`src/rtl/ram_slot_arbiter.sv`:
```
// Time-slot arbiter sharing one synchronous single-port RAM between CHANNELS requesters.
// Supports strict TDM or ch0-priority + round-robin, with an optional every-clock turbo tick.
module ram_slot_arbiter #(
  parameter int unsigned CHANNELS = 3,
  parameter int unsigned ADDR_W   = 16,
  parameter int unsigned DATA_W   = 8,
  parameter int unsigned DIV      = 4
) (
  input  logic                         clk,
  input  logic                         reset,
  input  logic                         turbo,
  input  logic                         mode,
  input  logic [CHANNELS-1:0]          req,
  input  logic [CHANNELS-1:0]          we,
  input  logic [CHANNELS*ADDR_W-1:0]   addr,
  input  logic [CHANNELS*DATA_W-1:0]   wdata,
  output logic [CHANNELS-1:0]          ack,
  output logic [DATA_W-1:0]            rdata,
  output logic                         tick,
  output logic                         busy,
  output logic [2:0]                   grant_id,
  output logic                         mem_en,
  output logic                         mem_we,
  output logic [ADDR_W-1:0]            mem_addr,
  output logic [DATA_W-1:0]            mem_wdata,
  input  logic [DATA_W-1:0]            mem_rdata
);

  localparam int unsigned CNT_W = $clog2(DIV);
  localparam int unsigned IDX_W = $clog2(CHANNELS);
  localparam int unsigned LAST  = CHANNELS - 1;

  if (DIV < 4) begin : g_div_check
    $error("ram_slot_arbiter: DIV must be at least 4");
  end
  if (CHANNELS < 2 || CHANNELS > 8) begin : g_ch_check
    $error("ram_slot_arbiter: CHANNELS must be in 2..8");
  end

  typedef enum logic [1:0] {IDLE, ISSUE, WAIT, DONE} state_t;

  state_t           state;
  logic [CNT_W-1:0] div_cnt;
  logic             turbo_q;
  logic [IDX_W-1:0] sp;
  logic [IDX_W-1:0] rr;
  logic [IDX_W-1:0] g_idx;
  logic             wr_q;
  logic             win_valid;
  logic [IDX_W-1:0] win;
  logic             sel_we;
  logic [ADDR_W-1:0] sel_addr;
  logic [DATA_W-1:0] sel_wdata;

  // Slot divider; turbo is registered so a switch lands on the next cycle
  always_ff @(posedge clk or posedge reset) begin
    if (reset) begin
      div_cnt <= '0;
      turbo_q <= 1'b0;
    end else begin
      turbo_q <= turbo;
      div_cnt <= (div_cnt == CNT_W'(DIV - 1)) ? '0 : div_cnt + CNT_W'(1);
    end
  end

  assign tick = turbo_q | (div_cnt == CNT_W'(DIV - 1));

  // Round-robin search position, wrapping within 1..LAST
  function automatic logic [IDX_W-1:0] rr_pos(input logic [IDX_W-1:0] base, input int unsigned k);
    int unsigned p;
    p = 32'(base) + k;
    if (p > LAST) p = p - LAST;
    return IDX_W'(p);
  endfunction

  always_comb begin
    win_valid = 1'b0;
    win       = '0;
    if (!mode) begin
      win_valid = req[sp];
      win       = sp;
    end else if (req[0]) begin
      win_valid = 1'b1;
    end else begin
      for (int unsigned k = 0; k < LAST; k++) begin
        if (!win_valid && req[rr_pos(rr, k)]) begin
          win_valid = 1'b1;
          win       = rr_pos(rr, k);
        end
      end
    end
  end

  always_comb begin
    sel_we    = 1'b0;
    sel_addr  = '0;
    sel_wdata = '0;
    for (int unsigned i = 0; i < CHANNELS; i++) begin
      if (win == IDX_W'(i)) begin
        sel_we    = we[i];
        sel_addr  = addr[i*ADDR_W +: ADDR_W];
        sel_wdata = wdata[i*DATA_W +: DATA_W];
      end
    end
  end

  // Access sequencer; grants are only decided in IDLE on a tick
  always_ff @(posedge clk or posedge reset) begin
    if (reset) begin
      state     <= IDLE;
      ack       <= '0;
      rdata     <= '0;
      busy      <= 1'b0;
      grant_id  <= '0;
      g_idx     <= '0;
      wr_q      <= 1'b0;
      mem_en    <= 1'b0;
      mem_we    <= 1'b0;
      mem_addr  <= '0;
      mem_wdata <= '0;
      sp        <= '0;
      rr        <= IDX_W'(1);
    end else begin
      case (state)
        IDLE: begin
          if (tick) begin
            if (!mode) sp <= (sp == IDX_W'(LAST)) ? '0 : sp + IDX_W'(1);
            if (win_valid) begin
              state     <= ISSUE;
              mem_en    <= 1'b1;
              mem_we    <= sel_we;
              mem_addr  <= sel_addr;
              mem_wdata <= sel_wdata;
              wr_q      <= sel_we;
              busy      <= 1'b1;
              grant_id  <= 3'(win);
              g_idx     <= win;
              if (mode && win != '0)
                rr <= (win == IDX_W'(LAST)) ? IDX_W'(1) : win + IDX_W'(1);
            end
          end
        end
        ISSUE: begin
          mem_en <= 1'b0;
          mem_we <= 1'b0;
          state  <= WAIT;
        end
        WAIT: begin
          if (!wr_q) rdata <= mem_rdata;
          ack   <= CHANNELS'(1) << g_idx;
          state <= DONE;
        end
        DONE: begin
          ack   <= '0;
          busy  <= 1'b0;
          state <= IDLE;
        end
        default: state <= IDLE;
      endcase
    end
  end

endmodule

```
`config.mk`:
```
export PLATFORM = sky130hd
export DESIGN_NAME = ram_slot_arbiter
export DESIGN_NICKNAME = d
export VERILOG_FILES = /design/src/rtl/ram_slot_arbiter.sv
export SDC_FILE = /design/constraint.sdc
export NUM_CORES = 1
export LEC_CHECK = 0
export ABC_AREA = 1
export BUFFER_PORTS_ARGS = -buffer_cell sky130_fd_sc_hd__buf_2
export CORE_UTILIZATION = 50
export DETAILED_ROUTE_END_ITERATION = 16
export HOLD_SLACK_MARGIN = 0.15
export PLACE_DENSITY = 0.84
export RECOVER_POWER = 25
export SLEW_MARGIN = 20
export SYNTH_ARGS = -nofsm -noshare
export SYNTH_HDL_FRONTEND = slang
export SYNTH_SLANG_ARGS = --single-unit
```
`constraint.sdc`:
```
create_clock -name clk -period 3.7 [get_ports clk]
set_clock_uncertainty 0.05 [all_clocks]
set_input_delay 0.37 -clock clk [delete_from_list [all_inputs] [get_ports clk]]
set_output_delay 0.37 -clock clk [all_outputs]
set_load 0.01 [all_outputs]
```
# [After elaboration in Yosys (flattened, before gate mapping)]
# Cells that the tools add are included.
[classes] eq_ne=9 n_addsub=6 reduce_logical=16 order_cmp=5 bitwise=3 muxes=45 shift=1
[ops] cell="$mux 16" n=3
[ops] cell="$mux 2" n=15
[ops] cell="$mux 8" n=3
[ops] cell="$mux 1" n=16
[ops] cell="$reduce_and 3->1" n=4
[ops] cell="$eq 2x2->1 const B" n=5
[ops] cell="$lt 2x3->1 const B" n=3
[ops] cell="$pmux 2 s4" n=1
[ops] cell="$reduce_bool 2->1" n=4
[ops] cell="$add 2x1->2 const B" n=3
[ops] cell="$bmux 1 s2" n=3
[ops] cell="$pmux 1 s2" n=3
[ops] cell="$pmux 3 s2" n=1
[ops] cell="$eq 2x1->1 const B" n=2
[ops] cell="$logic_not 2->1" n=2
[ops] cell="$ne 2x2->1 const B" n=2
[ops] cell="$reduce_and 2->1" n=2
[ops] cell="$reduce_and 4->1" n=1
[ops] cell="$sub 2x2->2 const B" n=2
[ops] cell="$add 2x1->3 const B" n=1
[ops] cell="$gt 3x2->1 const B" n=1
[ops] cell="$shl 1x2->3 const A" n=1
[ops] cell="$gt 2x2->1 const B" n=1
[ops] cell="$logic_and 1x1->1" n=2
[ops] cell="3 further kinds" n=4
[word_totals] in_bits=90 register_bits=50 output_inout_bits=42

# [Depth between registers and ports, before layout]
[logic_depth] word_depth=21 mapped_depth=12

# [Worst setup path before layout]
# Ideal clock, no wire load.
[synth_path] path_type="reg2reg" startpoint="register state[0]" endpoint="register rdata[0]" arrival_time_ns=1.465 slack_ns=2.060 n_path_buf=1 stages_incl_launch_ff=7 t_required_ns=3.525 path_cell_list="dfrtp_1 -> inv_1 -> ha_1 -> inv_1 -> or2_2 -> clkbuf_1 -> mux2_2"
[synth_via] elab_chain_len=2
[synth_lines] item="from (decl)" line="42" rtl="state_t state;"
[synth_lines] item="from (signal assigned)" line="110" rtl="state <= IDLE;"
[synth_lines] item="from (signal assigned)" line="129" rtl="state <= ISSUE;"
[synth_lines] item="from (signal assigned)" line="146" rtl="state <= WAIT;"
[synth_lines] item="$eq 2x2->1" line="124" rtl="case (state)"
[synth_lines] item="$reduce_and 2->1 (no source line)"
[synth_lines] item="to (signal assigned)" line="149" rtl="if (!wr_q) rdata <= mem_rdata;"
[synth_lines] item="to (decl)" line="18" rtl="output logic [DATA_W-1:0] rdata,"
# Every way passes these cells.
# A chain may end at the register's enable or synchronous reset.

# [Final worst setup path]
[layout_path] startpoint="register rr[0]" endpoint="register mem_we"
[layout_via] elab_chain_len=21
[layout_lines] item="from (decl)" line="46" rtl="logic [IDX_W-1:0] rr;"
[layout_lines] item="from (signal assigned)" line="139" rtl="rr <= (win == IDX_W'(LAST)) ? IDX_W'(1) : win + IDX_W'(1);"
[layout_lines] item="$sub 2x2->2 / $gt 2x2->1 (equally long branches)" line="72" rtl="if (p > LAST) p = p - LAST;"
[layout_lines] item="$mux 2" line="72"
[layout_lines] item="$mux 2" line="82" rtl="end else if (req[0]) begin"
[layout_lines] item="$mux 2" line="79" rtl="if (!mode) begin"
[layout_lines] item="$bmux 1 s2" line="86" rtl="if (!win_valid && req[rr_pos(rr, k)]) begin"
[layout_lines] item="$mux 1 (not written as such)" line="86"
[layout_lines] item="$mux 1" line="86"
[layout_lines] item="$mux 1" line="82"
[layout_lines] item="[3 not listed]"
[layout_lines] item="$mux 2" line="86"
[layout_lines] item="$mux 2" line="82"
[layout_lines] item="$mux 2" line="79"
[layout_lines] item="$logic_not 2->1" line="99" rtl="if (win == IDX_W'(i)) begin"
[layout_lines] item="$mux 1 (3 in a row)" line="99"
[layout_lines] item="$mux 1" line="128" rtl="if (win_valid) begin"
[layout_lines] item="$mux 1" line="126" rtl="if (tick) begin"
[layout_lines] item="$pmux 1 s2" line="124"
[layout_lines] item="to (signal assigned)" line="131" rtl="mem_we <= sel_we;"
[layout_lines] item="to (decl)" line="23" rtl="output logic mem_we,"
# Several ways; a longest one is shown, not always the timed one. The select of a mux whose other input is x is not followed.

==> results.cfg <==
[finish]
drive_gt1_share_pct = 33.20
mostFrequentLayoutCells = 130 x buf_2, 114 x nand2_1, 54 x nand3_1, 49 x dfrtp_1, 46 x nand4_1
nets = 591
area_delta_synth_final_pct = 23.72
antenna_cells = 0
fin_cells = 569
final_util_pct = 65.53
final_common_cell = buf_2

[logic_synthesis]
synth-seq-cells = 50
synth_top_area_share_pct = 41.28
ys.warnings.count = 0
synth_nets = 479
yosys.area.top_type = dfrtp_1
netlist_area_mm2 = 0.002970
ys_seq_area_share_pct = 42.17
avgSynthCellArea_um2 = 7.735
synthCells = 384
synth_cell_type_count = 28
ys_top_cells_by_area = dfrtp_1 41%, nand2_1 15%, nand4_1 9.7%

[clocking]
clockBufferDepth = 2
worstSkewPairLatency_ns = 0.30
h-tree-depth = 2
cts_root_buf = clkbuf_8
cts_buffers = 5
clock-sinks = 50
clkTransAtPathRegs_ns = 0.10
tritoncts = done

[status]
violations = max-capacitance violations, max-slew violations
status = complete, but fails checks

[critical_path]
r2r_start = rr[0]
crit_path_end_kind = register
crit_chain = inv_2, nand2_1, nand2_1, nand3_1, nand2_1, nand2_2, nand2_4, nand3_1, nand3_1, nand2_1, nand2_1
cp_slowest_cell = nand2_2
critPathArrivalTime_ns = 2.66
regToRegSetupSlack_ns = 1.19
crit_fanout = 52
critPathTopFamily = simple AND/OR/NAND/NOR gates
cp-start-kind = register
cp-startpoint = rr[0]
crit_buf_inv = 1
critical_path.max_stage_delay_ns = 0.65
path_class = register to register
cp_data_required_time_ns = 3.85
cp_common_cell = nand2_1

[global_routing]
grt-busiest-layer = met2
grt_max_degree = 53
overflow = 0
grt_pass1_wl_um = 12600
grt_use_met3_pct = 5.747
antenna_found_initial = 0
grt_usage_pct = 25.66
grtUsageMet1_pct = 30.94
grt_pass1_vias = 2790
grtUsageMet2_pct = 45.26

[detailed_routing]
dr.pass1.iters = 4
drc = 0
wire_per_inst_um = 13.41
ant_nets = 0
drtIter0Drc = 207
vias = 3090
vias_per_cell = 5.431
wirelength_um = 7629

[job]
maxCapViolCount = 1

[sta]
rsz0062_at_grt = false
fmax_ghz = 0.3982
min_period_ns = 2.511
final_hold_viol_count = 0
tightest_slew_ns = 2.139
tns_ns = 0
slew_viol_final = 51
setup_viol = 0
slew_headroom_pct = -43.39
fin_crit_sh_pct = 67.87

[placement]
io_buffers = 130
dp_hpwl_um = 5421
dp_cells = 560
gp_congestion = 0.8365

[floorplan]
die-area_mm2 = 0.006253
dieHeight_um = 79.08
num_io_pins = 132
start_util_pct = 52.97
die_x_um = 79.08
rows = 27
core-area_mm2 = 0.005608

[pwr]
leakagePower_nw = 2.058
cellPowerDensity_mw_per_mm2 = 722.1
irDropWorstVdd_v = 0.0003819

[hold_path]
hold_path_class = input pin to register
hp-start = mem_rdata[0]
## cell usage after synthesis
cell type,n
a21oi_1,2
a21oi_4,1
a22oi_1,1
buf_2,13
buf_4,2
buf_6,5
clkbuf_1,6
clkinv_1,1
conb_1,1
dfrtp_1,49
dfstp_2,1
ha_1,5
inv_1,32
inv_2,4
mux2_2,8
nand2_1,115
nand2_2,3
nand2_4,2
nand3_1,54
nand3_2,2
nand4_1,46
nor2_1,9
nor2_2,1
nor2_4,2
nor3_1,1
o211ai_1,8
o21ai_0,9
or2_2,1
## flip-flops by register name, summed over array words and instances, names as in the netlist
name	cells
turbo_q	1
mem_we	1
mem_addr	16
mem_wdata	8
rdata	8
div_cnt	2
mem_en	1
g_idx	2
sp	2
busy	1
wr_q	1
ack	3
state	2
rr	2
## worst reg2reg max path, cell delays in order, from the launching register on
cell and delay (ns):
dfstp_2 0.59, inv_2 0.07, nand2_1 0.07, nand2_1 0.07, nand3_1 0.08, nand2_1 0.06
nand2_2 0.65, nand2_4 0.37, nand3_1 0.18, nand3_1 0.11, nand2_1 0.08, nand2_1 0.05
## logic make-up (layout without fill, tap and decap cells)
logic type | count (synthesis) | count (layout) | synth area share, %
AOI/OAI and AO/OA | 21 | 21 | 4.676
adders and majority gates | 5 | 5 | 2.106
buffers and inverters | 63 | 176 | 10.02
DFF | 50 | 50 | 42.17
muxes | 8 | 8 | 3.033
other | 1 | 1 | 0.1262
and+or+nand+nor | 236 | 236 | 37.87
## power breakdown
part	switching, mW	total (mW)	internal, mW	leakage [nW]
registers	0.144	0.935	0.791	0.620
clock network	0.178	0.377	0.199	0.0579
logic	0.826	1.34	0.515	1.38
## through the flow
stage	hold WS (ns)	setup WS [ns]	cell area, um2	power (mW)
after floorplan	0.3514	2.060	2970	1.904
after global placement	0.3649	1.346	3555	2.229
after detailed placement	0.4028	1.270	3555	2.278
after CTS	0.2465	1.219	3674	2.664
after global routing	0.2506	0.9454	3675	2.893
final	0.2519	1.189	3675	2.654
## cell type report
type                       instances  area, um2
fill                             505       1933
multi-input combinational        271       1423
sequential                        50       1252
timing repair buffer             131      660.6
inverter                          37      140.1
tap                               72      90.09
clock buffer                       5      68.82
clock inverter                     3      40.04
## routing by layer
metal | vias to the layer above | wire length, um
met5 | - | 0
met4 | 0 | 78
met3 | 12 | 625
met2 | 146 | 3774
met1 | 1424 | 3151
li1 | 1508 | -
## worst paths after layout
kind,to,cells past startpoint
min,rdata[0],2
min reg2reg,div_cnt[0],1
max,mem_we,11
max reg2reg,mem_we,11
max in group asynchronous,mem_addr[2],2
min in group asynchronous,ack[1],2
## timing repair
item,CTS,global route
endpoints found under the setup margin,0,0
gates resized for setup,0,0
endpoints found under the hold margin,1,0
setup buffers,0,0
hold buffers,1,0
No activity file was read; power rests on OpenSTA's default activity.
